## src/rtl/dmem_ctrl.sv

```systemverilog
// dmem_ctrl: data-side memory controller between MEM stage and 8-bit RAM,
// with cache hit fast path and cache fill/write-through port.
//
// Ports:
//   clk, rst (async, active-low), rdy (global stall, 0 = freeze)
//   req_i/we_i/addr_i/byte_i/wdata_i : access request (latched on accept)
//   cache_hit_i/cache_data_i         : combinational cache lookup
//   busy_o/done_o/rdata_o            : status and load result
//   mem_din_i/mem_dout_o/mem_a_o/mem_wr_o : byte-wide RAM port
//   cache_we_o/cache_wbyte_o/cache_waddr_o/cache_wdata_o : cache update
module dmem_ctrl (
  input  logic        clk,
  input  logic        rst,
  input  logic        rdy,
  input  logic        req_i,
  input  logic        we_i,
  input  logic [31:0] addr_i,
  input  logic [1:0]  byte_i,
  input  logic [31:0] wdata_i,
  input  logic        cache_hit_i,
  input  logic [31:0] cache_data_i,
  output logic        busy_o,
  output logic        done_o,
  output logic [31:0] rdata_o,
  input  logic [7:0]  mem_din_i,
  output logic [7:0]  mem_dout_o,
  output logic [31:0] mem_a_o,
  output logic        mem_wr_o,
  output logic        cache_we_o,
  output logic [1:0]  cache_wbyte_o,
  output logic [31:0] cache_waddr_o,
  output logic [31:0] cache_wdata_o
);

  localparam logic [31:0] IO_BASE = 32'h0003_0000;

  localparam logic [1:0] S_IDLE  = 2'd0;
  localparam logic [1:0] S_READ  = 2'd1;
  localparam logic [1:0] S_WRITE = 2'd2;

  logic [1:0]  state_q, state_d;
  logic [2:0]  cnt_q, cnt_d;
  logic [1:0]  last_q, last_d;
  logic [1:0]  size_q, size_d;
  logic [31:0] addr_q, addr_d;
  logic [31:0] wdata_q, wdata_d;
  logic        cach_q, cach_d;
  logic [31:0] rbuf_q, rbuf_d;
  logic [31:0] rdata_q, rdata_d;
  logic        done_q, done_d;
  logic [31:0] mem_a_q, mem_a_d;
  logic [7:0]  mem_dout_q, mem_dout_d;
  logic        mem_wr_q, mem_wr_d;
  logic        cwe_q, cwe_d;
  logic [1:0]  cwbyte_q, cwbyte_d;
  logic [31:0] cwaddr_q, cwaddr_d;
  logic [31:0] cwdata_q, cwdata_d;

  logic [1:0]  sz;
  logic [1:0]  lst;
  logic        cach;
  logic [1:0]  idx;
  logic [1:0]  nk;
  logic [31:0] rword;
  logic [7:0]  nbyte;

  // Size code 11 behaves as a single byte.
  always_comb begin
    sz  = (byte_i == 2'b11) ? 2'b00 : byte_i;
    lst = 2'd0;
    unique case (1'b1)
      (sz == 2'b10): lst = 2'd3;
      (sz == 2'b01): lst = 2'd1;
      default:       lst = 2'd0;
    endcase
    cach = (addr_i < IO_BASE);
  end

  // The byte on mem_din_i belongs to the address issued two edges ago,
  // so the slot being filled lags the counter by one.
  always_comb begin
    idx   = cnt_q[1:0] - 2'd1;
    rword = rbuf_q;
    unique case (idx)
      2'd0: rword[7:0]   = mem_din_i;
      2'd1: rword[15:8]  = mem_din_i;
      2'd2: rword[23:16] = mem_din_i;
      2'd3: rword[31:24] = mem_din_i;
      default: rword = rbuf_q;
    endcase
  end

  always_comb begin
    nk = cnt_q[1:0] + 2'd1;
    unique case (nk)
      2'd0: nbyte = wdata_q[7:0];
      2'd1: nbyte = wdata_q[15:8];
      2'd2: nbyte = wdata_q[23:16];
      2'd3: nbyte = wdata_q[31:24];
      default: nbyte = wdata_q[7:0];
    endcase
  end

  always_comb begin
    state_d    = state_q;
    cnt_d      = cnt_q;
    last_d     = last_q;
    size_d     = size_q;
    addr_d     = addr_q;
    wdata_d    = wdata_q;
    cach_d     = cach_q;
    rbuf_d     = rbuf_q;
    rdata_d    = rdata_q;
    done_d     = done_q;
    mem_a_d    = mem_a_q;
    mem_dout_d = mem_dout_q;
    mem_wr_d   = mem_wr_q;
    cwe_d      = cwe_q;
    cwbyte_d   = cwbyte_q;
    cwaddr_d   = cwaddr_q;
    cwdata_d   = cwdata_q;
    // With rdy low everything holds, including pending pulses.
    if (rdy) begin
      done_d = 1'b0;
      cwe_d  = 1'b0;
      unique case (state_q)
        S_IDLE: begin
          if (req_i) begin
            addr_d  = addr_i;
            size_d  = sz;
            last_d  = lst;
            wdata_d = wdata_i;
            cach_d  = cach;
            cnt_d   = 3'd0;
            rbuf_d  = 32'd0;
            if (we_i) begin
              state_d    = S_WRITE;
              mem_a_d    = addr_i;
              mem_wr_d   = 1'b1;
              mem_dout_d = wdata_i[7:0];
              if (cach) begin
                cwe_d    = 1'b1;
                cwbyte_d = sz;
                cwaddr_d = addr_i;
                cwdata_d = wdata_i;
              end
            end else if (cach && cache_hit_i) begin
              rdata_d = cache_data_i;
              done_d  = 1'b1;
            end else begin
              state_d  = S_READ;
              mem_a_d  = addr_i;
              mem_wr_d = 1'b0;
            end
          end
        end
        S_READ: begin
          cnt_d = cnt_q + 3'd1;
          if (cnt_q < {1'b0, last_q}) begin
            mem_a_d = addr_q + {29'd0, cnt_q} + 32'd1;
          end
          if (cnt_q != 3'd0) begin
            rbuf_d = rword;
          end
          if (cnt_q == ({1'b0, last_q} + 3'd1)) begin
            rdata_d = rword;
            done_d  = 1'b1;
            state_d = S_IDLE;
            if (cach_q) begin
              cwe_d    = 1'b1;
              cwbyte_d = size_q;
              cwaddr_d = addr_q;
              cwdata_d = rword;
            end
          end
        end
        S_WRITE: begin
          if (cnt_q[1:0] == last_q) begin
            mem_wr_d = 1'b0;
            done_d   = 1'b1;
            state_d  = S_IDLE;
          end else begin
            cnt_d      = cnt_q + 3'd1;
            mem_a_d    = addr_q + {29'd0, cnt_q} + 32'd1;
            mem_dout_d = nbyte;
          end
        end
        default: begin
          state_d  = S_IDLE;
          mem_wr_d = 1'b0;
        end
      endcase
    end
  end

  always_ff @(posedge clk or negedge rst) begin
    if (!rst) begin
      state_q    <= S_IDLE;
      cnt_q      <= 3'd0;
      last_q     <= 2'd0;
      size_q     <= 2'd0;
      addr_q     <= 32'd0;
      wdata_q    <= 32'd0;
      cach_q     <= 1'b0;
      rbuf_q     <= 32'd0;
      rdata_q    <= 32'd0;
      done_q     <= 1'b0;
      mem_a_q    <= 32'd0;
      mem_dout_q <= 8'd0;
      mem_wr_q   <= 1'b0;
      cwe_q      <= 1'b0;
      cwbyte_q   <= 2'd0;
      cwaddr_q   <= 32'd0;
      cwdata_q   <= 32'd0;
    end else begin
      state_q    <= state_d;
      cnt_q      <= cnt_d;
      last_q     <= last_d;
      size_q     <= size_d;
      addr_q     <= addr_d;
      wdata_q    <= wdata_d;
      cach_q     <= cach_d;
      rbuf_q     <= rbuf_d;
      rdata_q    <= rdata_d;
      done_q     <= done_d;
      mem_a_q    <= mem_a_d;
      mem_dout_q <= mem_dout_d;
      mem_wr_q   <= mem_wr_d;
      cwe_q      <= cwe_d;
      cwbyte_q   <= cwbyte_d;
      cwaddr_q   <= cwaddr_d;
      cwdata_q   <= cwdata_d;
    end
  end

  // Strobes are masked while frozen; the held flop re-fires once rdy returns.
  assign busy_o        = (state_q != S_IDLE);
  assign done_o        = done_q & rdy;
  assign mem_wr_o      = mem_wr_q & rdy;
  assign cache_we_o    = cwe_q & rdy;
  assign rdata_o       = rdata_q;
  assign mem_a_o       = mem_a_q;
  assign mem_dout_o    = mem_dout_q;
  assign cache_wbyte_o = cwbyte_q;
  assign cache_waddr_o = cwaddr_q;
  assign cache_wdata_o = cwdata_q;

endmodule

```

## config.mk

```make
export PLATFORM = sky130hd
export DESIGN_NAME = dmem_ctrl
export DESIGN_NICKNAME = d
export VERILOG_FILES = /design/src/rtl/dmem_ctrl.sv
export SDC_FILE = /design/constraint.sdc
export NUM_CORES = 1
export LEC_CHECK = 0
export BUFFER_PORTS_ARGS = -buffer_cell sky130_fd_sc_hd__buf_2
export CORE_ASPECT_RATIO = 1.25
export CORE_UTILIZATION = 30
export CTS_CLUSTER_SIZE = 14
export DETAILED_ROUTE_END_ITERATION = 10
export PLACE_DENSITY = 0.6
export SLEW_MARGIN = 20
export SYNTH_ARGS = -nofsm -noshare
export SYNTH_HDL_FRONTEND = slang
export SYNTH_SLANG_ARGS = --single-unit
```

## constraint.sdc

```tcl
create_clock -name clk -period 3.05 [get_ports clk]
set_input_delay 0.4575 -clock clk [delete_from_list [all_inputs] [get_ports clk]]
set_output_delay 0.4575 -clock clk [all_outputs]
set_load 0.01 [all_outputs]
```

-- Yosys cells after proc, flatten, opt, wreduce, memory -nomap -nowiden
Index checks and enable logic that the tools add are counted.
- logic and storage cells: 141
- register bits after elaboration: 247
- reductions and logical operators: 18
- bitwise gates (word level): 4
- equality and inequality tests: 25
- $lt $le $gt $ge: 2
- $add $sub $neg: 6
- mux-type cells: 69
- operators by type and width (kind ; number):
    $mux 32 ; 21
    $pmux 32 s2 ; 4
    $pmux 32 s3 ; 1
    $mux 8 ; 7
    $add 32x1->32 const B ; 1
    $add 32x3->32 ; 1
    $lt 32x18->1 const B ; 1
    $pmux 8 s4 ; 1
    $mux 2 ; 11
    $ne 2x2->1 const B ; 11
    $pmux 8 s2 ; 1
    $reduce_and 5->1 ; 3
    $eq 2x2->1 const B ; 7
    $mux 1 ; 14
    $reduce_and 6->1 ; 2
    $pmux 3 s3 ; 1
    $eq 2x1->1 const B ; 4
    $pmux 2 s2 ; 2
    $reduce_and 4->1 ; 2
    $reduce_and 7->1 ; 1
    $logic_not 2->1 ; 3
    $mux 3 ; 2
    $pmux 1 s3 ; 2
    $pmux 2 s3 ; 1
    other kinds (15) ; 20

-- Logic depth before layout (Yosys ltp)
- word-level depth: 6
- mapped depth: 10
- depth with buffers taken out: 9

-- Worst setup path before layout
OpenSTA, ideal clock, no wires.
- kind: reg2reg
- start point: register cnt_q[0]
- end point: register mem_a_q[16], in the netlist mem_a_o[16]
- required time: 2.986 ns
- cell stages (with the launch flop): 11
- setup slack: 0.692 ns
- buffers on the path: 1
- library setup time: 0.064 ns
- arrival time: 2.293 ns
- cells stage by stage: dfrtp_1 inv_1 ha_1 inv_1 fa_1 a21oi_1 or3_1 clkbuf_2 or3_1 a311oi_1 a21o_1
- cells in the longest elaborated chain, start to end: 4
- RTL lines (what ; line ; RTL):
    from (decl) ; 42 ; logic [2:0] cnt_q, cnt_d;
    from (signal assigned) ; 217 ; cnt_q <= cnt_d;
    $add 32x3->32 ; 160, 184 ;
    $add 32x1->32 ; 160, 184 ;
    $mux 32 (on tied branches) ; 178, 159 ;
    $pmux 32 s3 ; 126 ; unique case (state_q)
    to (signal assigned) ; 226 ; mem_a_q <= mem_a_d;
    to (decl) ; 51 ; logic [31:0] mem_a_q, mem_a_d;
Parallel ways exist; a longest one is shown, timed or not. The select of a mux whose other input is x is not followed.
A chain may end at the register's enable or synchronous reset.

-- Worst setup path in the final report
- start point: register cnt_q[0]
- end point: register cwdata_q[9], in the netlist cache_wdata_o[9]
- cells in the longest elaborated chain, start to end: 6
- RTL lines (what ; line ; RTL):
    $sub 2x1->2 ; 82 ; idx = cnt_q[1:0] - 2'd1;
    $eq 2x1->1 ; 84 ; unique case (idx)
    $mux 8 ; 84 ;
    $mux 32 ; 169 ; if (cach_q) begin
    $mux 32 ; 165 ; if (cnt_q == ({1'b0, last_q} + 3'd1)) begin
    $pmux 32 s2 ; 126 ;
    to (signal assigned) ; 232 ; cwdata_q <= cwdata_d;
    to (decl) ; 57 ; logic [31:0] cwdata_q, cwdata_d;
Parallel ways exist; a longest one is shown, timed or not. The select of a mux whose other input is x is not followed.

==> flow_metrics.py <==
metrics = {
    "clock_network": {
        "clkLatencyLatePin_ns": 0.56,
        "htree_levels": 1,
        "cts_buffers": 28,
        "cts-root-buf": "clkbuf_16",
        "clock_path_buffers": 3,
        "clk_pin_slew_ns": 0.07,
        "clock-sinks": 246,
        "cts_tree": "built",
    },
    "hold_path": {
        "min_path_cells": 2,
        "whs_endpoint": "addr_q[3]",
        "hold_path_startpoint": "addr_i[3]",
        "min_path_type": "input port to register",
    },
    "power_and_ir_drop": {
        "ir_drop_v": 0.000533,
        "clockPowerShare": 0.236,
        "internal_power_mw": 9.85,
        "p_leak_nw": 7.16,
        "pwr-share-seq": 0.371,
        "power_density_nw_per_um2": 1030,
        "switching_share": 0.373,
        "p_comb_frac": 0.393,
        "power.net_switching_mw": 5.86,
    },
    "finish": {
        "n_fill_cell": 3962,
        "diodes": 0,
        "final_core_util": 0.379,
        "area_growth_pct": 24.3,
        "layout.nets": 1514,
        "drive_gt1_frac": 0.380,
    },
    "global_routing": {
        "grt_first_pass_wirelength_um": 55800,
        "antenna_found_initial": 2,
        "grt_max_degree": 84,
        "track_usage": 0.173,
        "grt-ovfl-total": 0,
        "grt_pass1_vias": 9515,
    },
    "synthesis": {
        "avgSynthCellArea_um2": 10.6,
        "syn-num-nets": 1281,
        "synth_xor_area_frac": 0.0143,
        "synth_common_cells": "dfrtp_1 (246), mux2_2 (196), o21ai_0 (170)",
        "yosys.cell_types.count": 59,
        "synth_ff_type": "dfrtp_1",
        "synth.most_common_cell": "dfrtp_1",
        "synth_top_family_by_area": "multiplexers",
        "syn_area_um2": 12200,
        "synth_mux_area_frac": 0.204,
        "synth.largest_area_cell": "dfrtp_1",
        "yosysWarnings": 0,
        "synth_top_area_frac": 0.504,
        "seq_area_frac_synth": 0.504,
        "ys_top_cells_by_area": "dfrtp_1 (50%), mux2_2 (18%), o21ai_0 (7.0%), nand2_1 (4.8%), inv_1 (2.3%)",
        "yosys.area_share.simple": 0.0979,
        "synthArstFlopShare": 1.00,
        "yosys.area_share.adder": 0.0211,
        "synth-compound-area-share": 0.110,
        "syn_inst": 1149,
        "synth_edf_count": 0,
        "ys_ff_latch": 246,
    },
    "setup_path": {
        "critPathLaunchType": "register",
        "cp_cell_sequence": "inv_1, ha_1, nor3_1, nand3_1, a211oi_4, buf_12, mux2_2",
        "cp_top_family": "buffers and inverters",
        "cp.arrival_ns": 3.21,
        "rrSetupSlack_ns": 0.27,
        "crit_fanout": 59,
        "crit_type": "register to register",
        "slowest_delay_ns": 0.43,
        "r2r_start": "cnt_q[0]",
        "rr_endpoint": "cache_wdata_o[9]",
        "required_ns": 3.48,
        "cpMaxStageDelayCell": "dfrtp_1",
        "critPathBufInv": 2,
        "reg2reg_depth": 7,
        "critPathCaptureType": "register",
    },
    "die": {
        "die_h_um": 228,
        "start_util": 0.305,
        "ios": 254,
        "die_area_um2": 41600,
        "dieWidth_um": 183,
        "row_count": 82,
        "coreArea_um2": 40100,
    },
    "timing": {
        "rsz0062_at_grt": "no",
        "setup_viol": 0,
        "final.setup.tns_ns": 0,
        "fmax_ghz": 0.360,
        "tightest_slew_ns": 0.909,
        "finalCritPeriodShare": 0.912,
        "period_needed_ns": 2.78,
        "relSlewSlack": 0.389,
        "hold_viol_final": 0,
        "fin_skew_ns": 0.0216,
        "slew_violations": 0,
    },
    "routing": {
        "drt_iter0_markers": 551,
        "routedWlPerCell_um": 18.5,
        "routed_wl_um": 36000,
        "via_count": 9421,
        "drc": 0,
        "ant_nets": 0,
        "post_drt_via_cell_ratio": 4.84,
        "firstDrtPassIters": 7,
    },
    "place": {
        "port_buffers": 253,
        "globalplace.congestion": 0.818,
        "dp_hpwl_um": 25900,
    },
    "outcome": {
        "status": "complete, no violations",
    },
    "flow_run": {
        "drv_cap": 0,
    },
}
-- cell families after synthesis --
group,after synthesis
simple gates,257
flops,246
compound gates,231
mux,224
buf+inv,151
xor+xnor,20
fa+ha+maj,20
-- cell usage in the layout (no fill, tap or decap), types with 6 or more instances in the layout --
cell	instances
buf_2	252
buf_4	16
o21ai_0	170
clkbuf_16	29
buf_12	7
xor2_1	15
ha_1	18
a21oi_1	8
nor2_1	22
mux2i_1	21
nand3b_1	7
nand3_1	12
nor4_1	6
o31ai_1	6
dfrtp_1	246
mux2_2	196
nand4_1	9
o211ai_1	6
inv_1	76
mux2_1	7
a222oi_1	8
nor3_1	11
nand2_1	155
and2_1	6
-- power by group through the flow --
stage          Combinational, mW  Sequential, mW  Clock [mW]
2_1_floorplan               3.66            5.99           0
3_3_place_gp                6.16            5.82           0
3_5_place_dp                6.27            5.87           0
4_1_cts                     6.29            5.83        3.81
5_1_grt                     6.82            6.02        3.93
6_report                    6.17            5.83        3.71
-- metal layers --
metal	track usage	wire (um)
met1	0.214	14900
met5	0	23
met2	0.309	18400
met4	0.0550	899
met3	0.0258	1770
-- worst reg2reg max path, delay by kind of cell (launching register included) --
kind                       cells  cell delay [ns]
buffers and inverters          2             0.58
and+or+nand+nor                2             0.56
muxes                          1             0.48
DFF                            1             0.43
adders and majority gates      1             0.31
AOI/OAI and AO/OA              1             0.31
-- sequential cells by signal (all words and copies together), names as in the netlist, 3 cells and up --
signal,count
wdata_q,32
cache_wdata_o,32
cnt_q,3
mem_a_o,32
addr_q,32
rdata_o,32
mem_dout_o,8
rbuf_q,32
cache_waddr_o,32
-- cell type report --
cell class / instances / area [um^2] / area share
Tap cell: 546 / 683 / 0.0450
Clock inverter: 13 / 201 / 0.0133
Clock buffer: 37 / 806 / 0.0531
Timing Repair Buffer: 277 / 1550 / 0.102
Multi-Input combinational cell: 752 / 5510 / 0.362
Inverter: 77 / 289 / 0.0190
Sequential cell: 246 / 6160 / 0.405
-- through the flow --
| step | instance area (um^2) | hold WS, ns | power (mW) | std cells | worst slack, ns |
|---|---|---|---|---|---|
| after global placement | 14200 | 0.409 | 12.0 | 1897 | 0.270 |
| after detailed placement | 14200 | 0.409 | 12.1 | 1897 | 0.245 |
| after CTS | 15200 | 0.121 | 15.9 | 1948 | 0.255 |
| after floorplan | 12200 | 0.162 | 9.65 | 1149 | 0.692 |
| after global routing | 15200 | 0.149 | 16.8 | 1948 | 0.0359 |
| final | 15200 | 0.155 | 15.7 | 1948 | 0.270 |
-- how the worst max path moves through the flow --
stage	slack [ns]	from	cells past startpoint	endpoint
after floorplan	0.69	cnt_q[0]	10	mem_a_o[16]
after global placement	0.27	addr_i[21]	7	cache_waddr_o[8]
after detailed placement	0.25	addr_i[21]	7	cache_waddr_o[7]
after CTS	0.26	cnt_q[0]	7	cache_wdata_o[11]
after global routing	0.04	cnt_q[0]	7	cache_wdata_o[10]
final	0.27	cnt_q[0]	7	cache_wdata_o[9]
-- repair_timing --
item                                   CTS  global route
setup endpoints to repair                0             0
buffers inserted                         0             0
endpoints found under the hold margin   43             0
resized for setup                        0             0
hold buffers                             1             0
No activity file was read; power rests on OpenSTA's default activity.
